==> src/rtl/up_copy_engine.sv <==
// Word-granular memory copy engine: reads a source word, writes it to the destination, repeats.
// Optional abort input is enabled by defining UP_COPY_ABORT_EN.
module up_copy_engine #(
  parameter int ADDR_WIDTH = 32,
  parameter int DATA_WIDTH = 32,
  parameter int SIZE_WIDTH = 16
) (
  input  logic                  ACLK,
  input  logic                  ARESET,
  input  logic [ADDR_WIDTH-1:0] src_addr_i,
  input  logic [ADDR_WIDTH-1:0] dst_addr_i,
  input  logic [SIZE_WIDTH-1:0] size_i,
  input  logic                  int_en_i,
  input  logic                  trigger_pulse_i,
  input  logic                  clr_int_pulse_i,
`ifdef UP_COPY_ABORT_EN
  input  logic                  abort_pulse_i,
`endif
  output logic                  status_busy_o,
  output logic                  status_int_pending_o,
  output logic                  int_o,
  output logic                  mem_req_o,
  input  logic                  mem_gnt_i,
  output logic [ADDR_WIDTH-1:0] mem_addr_o,
  output logic                  mem_we_o,
  output logic [3:0]            mem_be_o,
  output logic [DATA_WIDTH-1:0] mem_wdata_o,
  input  logic [DATA_WIDTH-1:0] mem_rdata_i,
  input  logic                  mem_rvalid_i
);

  typedef enum logic [2:0] {
    IDLE,
    RD_REQ,
    RD_WAIT,
    WR_REQ,
    WR_WAIT,
    DONE
  } state_t;

  state_t                state_q, state_d;
  logic [ADDR_WIDTH-1:0] src_q, src_d;
  logic [ADDR_WIDTH-1:0] dst_q, dst_d;
  logic [SIZE_WIDTH-2:0] cnt_q, cnt_d;
  logic [1:0]            rem_q, rem_d;
  logic [DATA_WIDTH-1:0] buf_q, buf_d;
  logic                  intPend_q, intPend_d;
  logic                  abort_q, abort_d;

  logic [SIZE_WIDTH:0]   sizeRound;
  logic [SIZE_WIDTH-2:0] wordCount;
  logic                  lastWord;
  logic [3:0]            lastBe;
  logic                  abortReq;
  logic                  unusedBits;

  // Rounding up to whole words needs one extra bit so the largest byte count cannot overflow.
  assign sizeRound  = {1'b0, size_i} + (SIZE_WIDTH+1)'(3);
  assign wordCount  = sizeRound[SIZE_WIDTH:2];
  assign lastWord   = (cnt_q == (SIZE_WIDTH-1)'(1));
  assign unusedBits = ^{src_addr_i[1:0], dst_addr_i[1:0], sizeRound[1:0]};

`ifdef UP_COPY_ABORT_EN
  assign abortReq = abort_pulse_i;
`else
  assign abortReq = 1'b0;
`endif

  always_comb begin
    unique case (rem_q)
      2'd1:    lastBe = 4'b0001;
      2'd2:    lastBe = 4'b0011;
      2'd3:    lastBe = 4'b0111;
      default: lastBe = 4'b1111;
    endcase
  end

  always_comb begin
    state_d     = state_q;
    src_d       = src_q;
    dst_d       = dst_q;
    cnt_d       = cnt_q;
    rem_d       = rem_q;
    buf_d       = buf_q;
    abort_d     = abort_q;
    mem_req_o   = 1'b0;
    mem_we_o    = 1'b0;
    mem_be_o    = 4'b0000;
    mem_addr_o  = '0;
    mem_wdata_o = '0;

    unique case (state_q)
      IDLE: begin
        if (trigger_pulse_i) begin
          src_d   = {src_addr_i[ADDR_WIDTH-1:2], 2'b00};
          dst_d   = {dst_addr_i[ADDR_WIDTH-1:2], 2'b00};
          cnt_d   = wordCount;
          rem_d   = size_i[1:0];
          abort_d = 1'b0;
          state_d = (size_i == '0) ? DONE : RD_REQ;
        end
      end
      // An abort that coincides with the grant must still wait for that response.
      RD_REQ: begin
        mem_req_o  = 1'b1;
        mem_be_o   = 4'b1111;
        mem_addr_o = src_q;
        if (mem_gnt_i) begin
          state_d = RD_WAIT;
          if (abortReq) abort_d = 1'b1;
        end else if (abortReq) begin
          state_d = DONE;
        end
      end
      RD_WAIT: begin
        if (abortReq) abort_d = 1'b1;
        if (mem_rvalid_i) begin
          buf_d   = mem_rdata_i;
          state_d = (abort_q || abortReq) ? DONE : WR_REQ;
        end
      end
      WR_REQ: begin
        mem_req_o   = 1'b1;
        mem_we_o    = 1'b1;
        mem_be_o    = lastWord ? lastBe : 4'b1111;
        mem_addr_o  = dst_q;
        mem_wdata_o = buf_q;
        if (mem_gnt_i) begin
          state_d = WR_WAIT;
          if (abortReq) abort_d = 1'b1;
        end else if (abortReq) begin
          state_d = DONE;
        end
      end
      WR_WAIT: begin
        if (abortReq) abort_d = 1'b1;
        if (mem_rvalid_i) begin
          if (lastWord || abort_q || abortReq) begin
            state_d = DONE;
          end else begin
            src_d   = src_q + ADDR_WIDTH'(4);
            dst_d   = dst_q + ADDR_WIDTH'(4);
            cnt_d   = cnt_q - (SIZE_WIDTH-1)'(1);
            state_d = RD_REQ;
          end
        end
      end
      DONE:    state_d = IDLE;
      default: state_d = IDLE;
    endcase
  end

  // Completion has priority over a clear arriving on the same edge.
  always_comb begin
    intPend_d = intPend_q;
    if (state_q == DONE) begin
      intPend_d = 1'b1;
    end else if (clr_int_pulse_i) begin
      intPend_d = 1'b0;
    end
  end

  always_ff @(posedge ACLK) begin
    if (ARESET) begin
      state_q   <= IDLE;
      src_q     <= '0;
      dst_q     <= '0;
      cnt_q     <= '0;
      rem_q     <= '0;
      buf_q     <= '0;
      intPend_q <= 1'b0;
      abort_q   <= 1'b0;
    end else begin
      state_q   <= state_d;
      src_q     <= src_d;
      dst_q     <= dst_d;
      cnt_q     <= cnt_d;
      rem_q     <= rem_d;
      buf_q     <= buf_d;
      intPend_q <= intPend_d;
      abort_q   <= abort_d;
    end
  end

  assign status_busy_o        = (state_q != IDLE);
  assign status_int_pending_o = intPend_q;
  assign int_o                = intPend_q & int_en_i;

endmodule

==> config.mk <==
export PLATFORM = sky130hd
export DESIGN_NAME = up_copy_engine
export DESIGN_NICKNAME = d
export VERILOG_FILES = /design/src/rtl/up_copy_engine.sv
export SDC_FILE = /design/constraint.sdc
export NUM_CORES = 1
export LEC_CHECK = 0
export ABC_AREA = 1
export CORE_ASPECT_RATIO = 0.9
export CORE_MARGIN = 4
export CORE_UTILIZATION = 45
export CTS_CLUSTER_DIAMETER = 200
export DETAILED_ROUTE_END_ITERATION = 10
export PLACE_DENSITY = 0.82
export SLEW_MARGIN = 30
export SYNTH_ARGS = -nofsm -noshare
export SYNTH_HDL_FRONTEND = slang
export SYNTH_SLANG_ARGS = --single-unit
export TNS_END_PERCENT = 20
==> constraint.sdc <==
create_clock -name ACLK -period 2 [get_ports ACLK]
set_input_delay 0.4 -clock ACLK [delete_from_list [all_inputs] [get_ports ACLK]]
set_output_delay 0.4 -clock ACLK [all_outputs]
set_load 0.005 [all_outputs]
==> flow_summary_export.csv <==
group,metric,value,unit
synthesis,synth_top_family_by_area,"simple AND/OR/NAND/NOR gates",
setup_path,worstPathArrival,1.71,ns
timing,rsz0062_at_grt,"true",
setup_path,required,1.60,ns
setup_path,max_stage_delay,0.33,ns
setup_path,cp_num_buf_inv,5,
synthesis,ys_seq_elements,113,
synthesis,muxShareOfSynthArea,0,%
timing,hold_viol,0,
synthesis,synth_warnings,0,
clock_network,cts_made_buffers,17,
clock_network,clock-root-buffer,"clkbuf_16",
finish,drive_gt1_share,15.78,%
status,status,"complete, but fails checks",
die,num_rows,45,
placed_design,portBuffers,185,
die,core,16950,um2
setup_path,rrSetupSlack,0.09,ns
timing,max_freq,473.8,MHz
synthesis,synthCells,1389,
clock_network,htree_levels,4,
detailed_routing,vias,9759,
finish,area_growth,42.90,%
clock_network,tritoncts,"yes",
detailed_routing,wl_per_cell,15.35,um
worst_hold_path,min_path_type,"register to register",
setup_path,timing.rr.end,"src_q[27]$_SDFFE_PP0P_",
synthesis,yosys.area_share.adder,0.9640,%
finish,finalNetCount,1722,
timing,finalSetupTns,-1.200,ns
global_route,grt_overflow,0,
detailed_routing,first_iter_violations,943,
finish,nFillCells,1511,
worst_hold_path,hold_depth,2,
global_route,track_usage,26.95,%
detailed_routing,ant_nets,0,
synthesis,post_synth_instance_area,7787,um2
synthesis,synthSimpleGateAreaFrac,41.37,%
timing,fin_crit_sh,105.5,%
power,p_total,11.10,mW
detailed_routing,drc,0,
synthesis,synth_xor_area_share,0.2249,%
setup_path,rr_startpoint,"cnt_q[1]$_SDFFE_PP0P_",
global_route,grt_max_degree,98,
setup_path,crit_type,"register to output port",
global_route,grt_pass1_wl,43.01,mm
die,start_util,45.95,%
global_route,first_global_vias,8521,
setup_path,endpoint_kind,"output port",
setup_path,slowest_stage,"dfxtp_2",
synthesis,synth_top_area_cell,"dfxtp_1",
setup_path,cp_top_family,"buffers and inverters",
power,ir_drop,767.6,uV
clock_network,clock_sinks,113,
finish,mostFrequentLayoutCells,"409 x nand2_1, 222 x nor2_1, 151 x inv_1",
timing,setup_violations,26,
synthesis,ys_top_cells_by_area,"dfxtp_1 29%, nand2_1 20%, nor2_1 12%",
status,violations,"negative setup slack",
clock_network,clock_latency,0.43,ns
clock_network,clk_pin_slew,0.06,ns
setup_path,worst-path-stages,7,
power,leakagePower,4.478,nW
synthesis,synth-compound-area-share,16.73,%
timing,min_period,2.111,ns
global_route,grt_antenna_before_repair,0,
die,die_h,132.8,um
synthesis,synth_top_area_share,29.05,%
worst_hold_path,holdCritStartpoint,"buf_q[4]$_SDFFE_PP0P_",
detailed_routing,vias_per_cell,5.289,
setup_path,worstPathCellList,"inv_4 > buf_6 > nand3_4 > buf_12 > clkbuf_16 > o22ai_2 > buf_2",
power,cellPowerDensity,997.4,nW/um2
synthesis,ys_types,37,
detailed_routing,dr.pass1.iters,6,
timing,layout_setup_ws,-0.1106,ns
setup_path,crit_fanout,7,
worst_hold_path,min_to,"buf_q[4]$_SDFFE_PP0P_",
clock_network,clockBufferDepth,2,
finish,layout_commonest_cell,"nand2_1",
synthesis,syn_area_per_cell,5.607,um2
die,fp.dieArea,19480,um2
setup_path,crit_path_start_kind,"register",
timing,finClkSkew,0.01049,ns
run,max-cap-violations,0,
finish,diodes,0,
setup_path,rr_worst_depth,10,
die,pin_count,192,
die,fp.dieW,146.7,um
placed_design,gp_congestion,1.002,
synthesis,yosysSeqAreaShare,29.05,%
detailed_routing,wl,28.32,mm
placed_design,dp_hpwl,19.64,mm
timing,drv_slew,0,
-- worst register-to-register path, cell delays in order (launching register included) --
cell and delay, ns:
dfxtp_1 0.30, inv_1 0.13, ha_1 0.21, nand3_1 0.12
nor2_1 0.22, nand3_4 0.14, nand2_4 0.12, buf_4 0.33
nor2_1 0.09, nand2_1 0.08, a21oi_1 0.06
-- final cells by class --
cell class | instances | area (um2) | share of cell area, %
inverter | 158 | 603.1 | 5.419
sequential | 113 | 2275 | 20.44
tap | 235 | 294.0 | 2.642
multi-input combinational | 1057 | 5016 | 45.08
clock buffer | 20 | 446.7 | 4.014
clock inverter | 12 | 157.7 | 1.417
timing repair buffer | 250 | 2336 | 20.99
-- cell families (layout without fill, tap and decap cells) --
family | after synthesis | count (layout)
other cells | 1 | 2
compound gates | 249 | 249
xor+xnor | 2 | 2
simple gates | 798 | 798
fa+ha+maj | 6 | 6
buf+inv | 220 | 440
flops | 113 | 113
-- state kept, by name (all words and copies together) (netlist names) --
name                  cells
buf_q                    32
cnt_q                    15
src_q                    30
dst_q                    30
status_int_pending_o      1
state_q                   3
rem_q                     2
-- power by group --
group	internal [mW]	leakage, nW	total, mW	switching [mW]
registers	2.75	0.928	3.20	0.452
logic	1.99	3.26	4.74	2.74
clock network	2.00	0.287	3.16	1.16
total	6.74	4.48	11.1	4.36
-- through the flow --
step,cell area (um2),hold slack (ns),cells,setup WS (ns),util (%)
final,11130,0.4536,1845,-0.1106,65.66
after global routing,11130,0.4654,1845,-0.1720,65.66
after CTS,10860,0.4518,1833,-0.2580,64.10
after detailed placement,10110,0.4423,1794,-0.03442,59.63
after global placement,10110,0.4376,1794,-0.01420,59.63
after floorplan,7791,0.4299,1390,0.3906,-
-- worst max path at each step --
| stage | start | endpoint | slack, ns |
|---|---|---|---|
| global route | cnt_q[9]$_SDFFE_PP0P_ | mem_be_o[3] | -0.17 |
| CTS | cnt_q[7]$_SDFFE_PP0P_ | mem_be_o[1] | -0.26 |
| detailed placement | state_q[1]$_SDFFE_PP0P_ | mem_wdata_o[0] | -0.03 |
| global placement | state_q[1]$_SDFFE_PP0P_ | mem_wdata_o[0] | -0.01 |
| floorplan | state_q[2]$_SDFFE_PP0P_ | mem_wdata_o[10] | 0.39 |
| finish | state_q[1]$_SDFFE_PP0P_ | mem_addr_o[28] | -0.11 |
-- cells in the mapped netlist --
master,instances
a21oi_1,109
clkinv_1,1
nand2_4,1
inv_1,152
nand2_1,413
nor2_2,3
buf_1,4
nand3b_1,7
o21ai_0,101
nor2_4,1
o21ai_1,3
buf_2,14
clkbuf_2,1
a31oi_1,2
xor2_1,1
nor3_1,4
xnor2_1,1
nor2_1,252
nand3_4,1
inv_2,5
o31ai_1,1
o21bai_1,1
nand4_1,6
o22ai_1,26
nand2_2,3
buf_4,6
nand3_1,105
o21a_1,3
clkbuf_1,32
buf_6,5
ha_1,6
or2_2,2
dfxtp_1,113
o21ai_2,1
a211oi_1,1
o211ai_1,1
conb_1,1
-- timing repair --
item	CTS	global route
resized for setup	233	143
pin swaps	8	9
hold buffers	0	0
endpoints found under the setup margin	69	68
gates cloned	2	5
setup buffers	5	7
-- routing by layer --
| metal | share of wire (%) | routed length, um | GRT usage, % | vias up |
|---|---|---|---|---|
| met5 | 0 | 0 | 0 | - |
| met4 | 2.2 | 631 | 8.412 | 0 |
| met3 | 8.2 | 2330 | 5.342 | 52 |
| met2 | 47 | 13260 | 43.95 | 405 |
| met1 | 43 | 12100 | 36.04 | 4480 |
| li1 | - | - | - | 4822 |
Power figures use the tool's default switching activity.
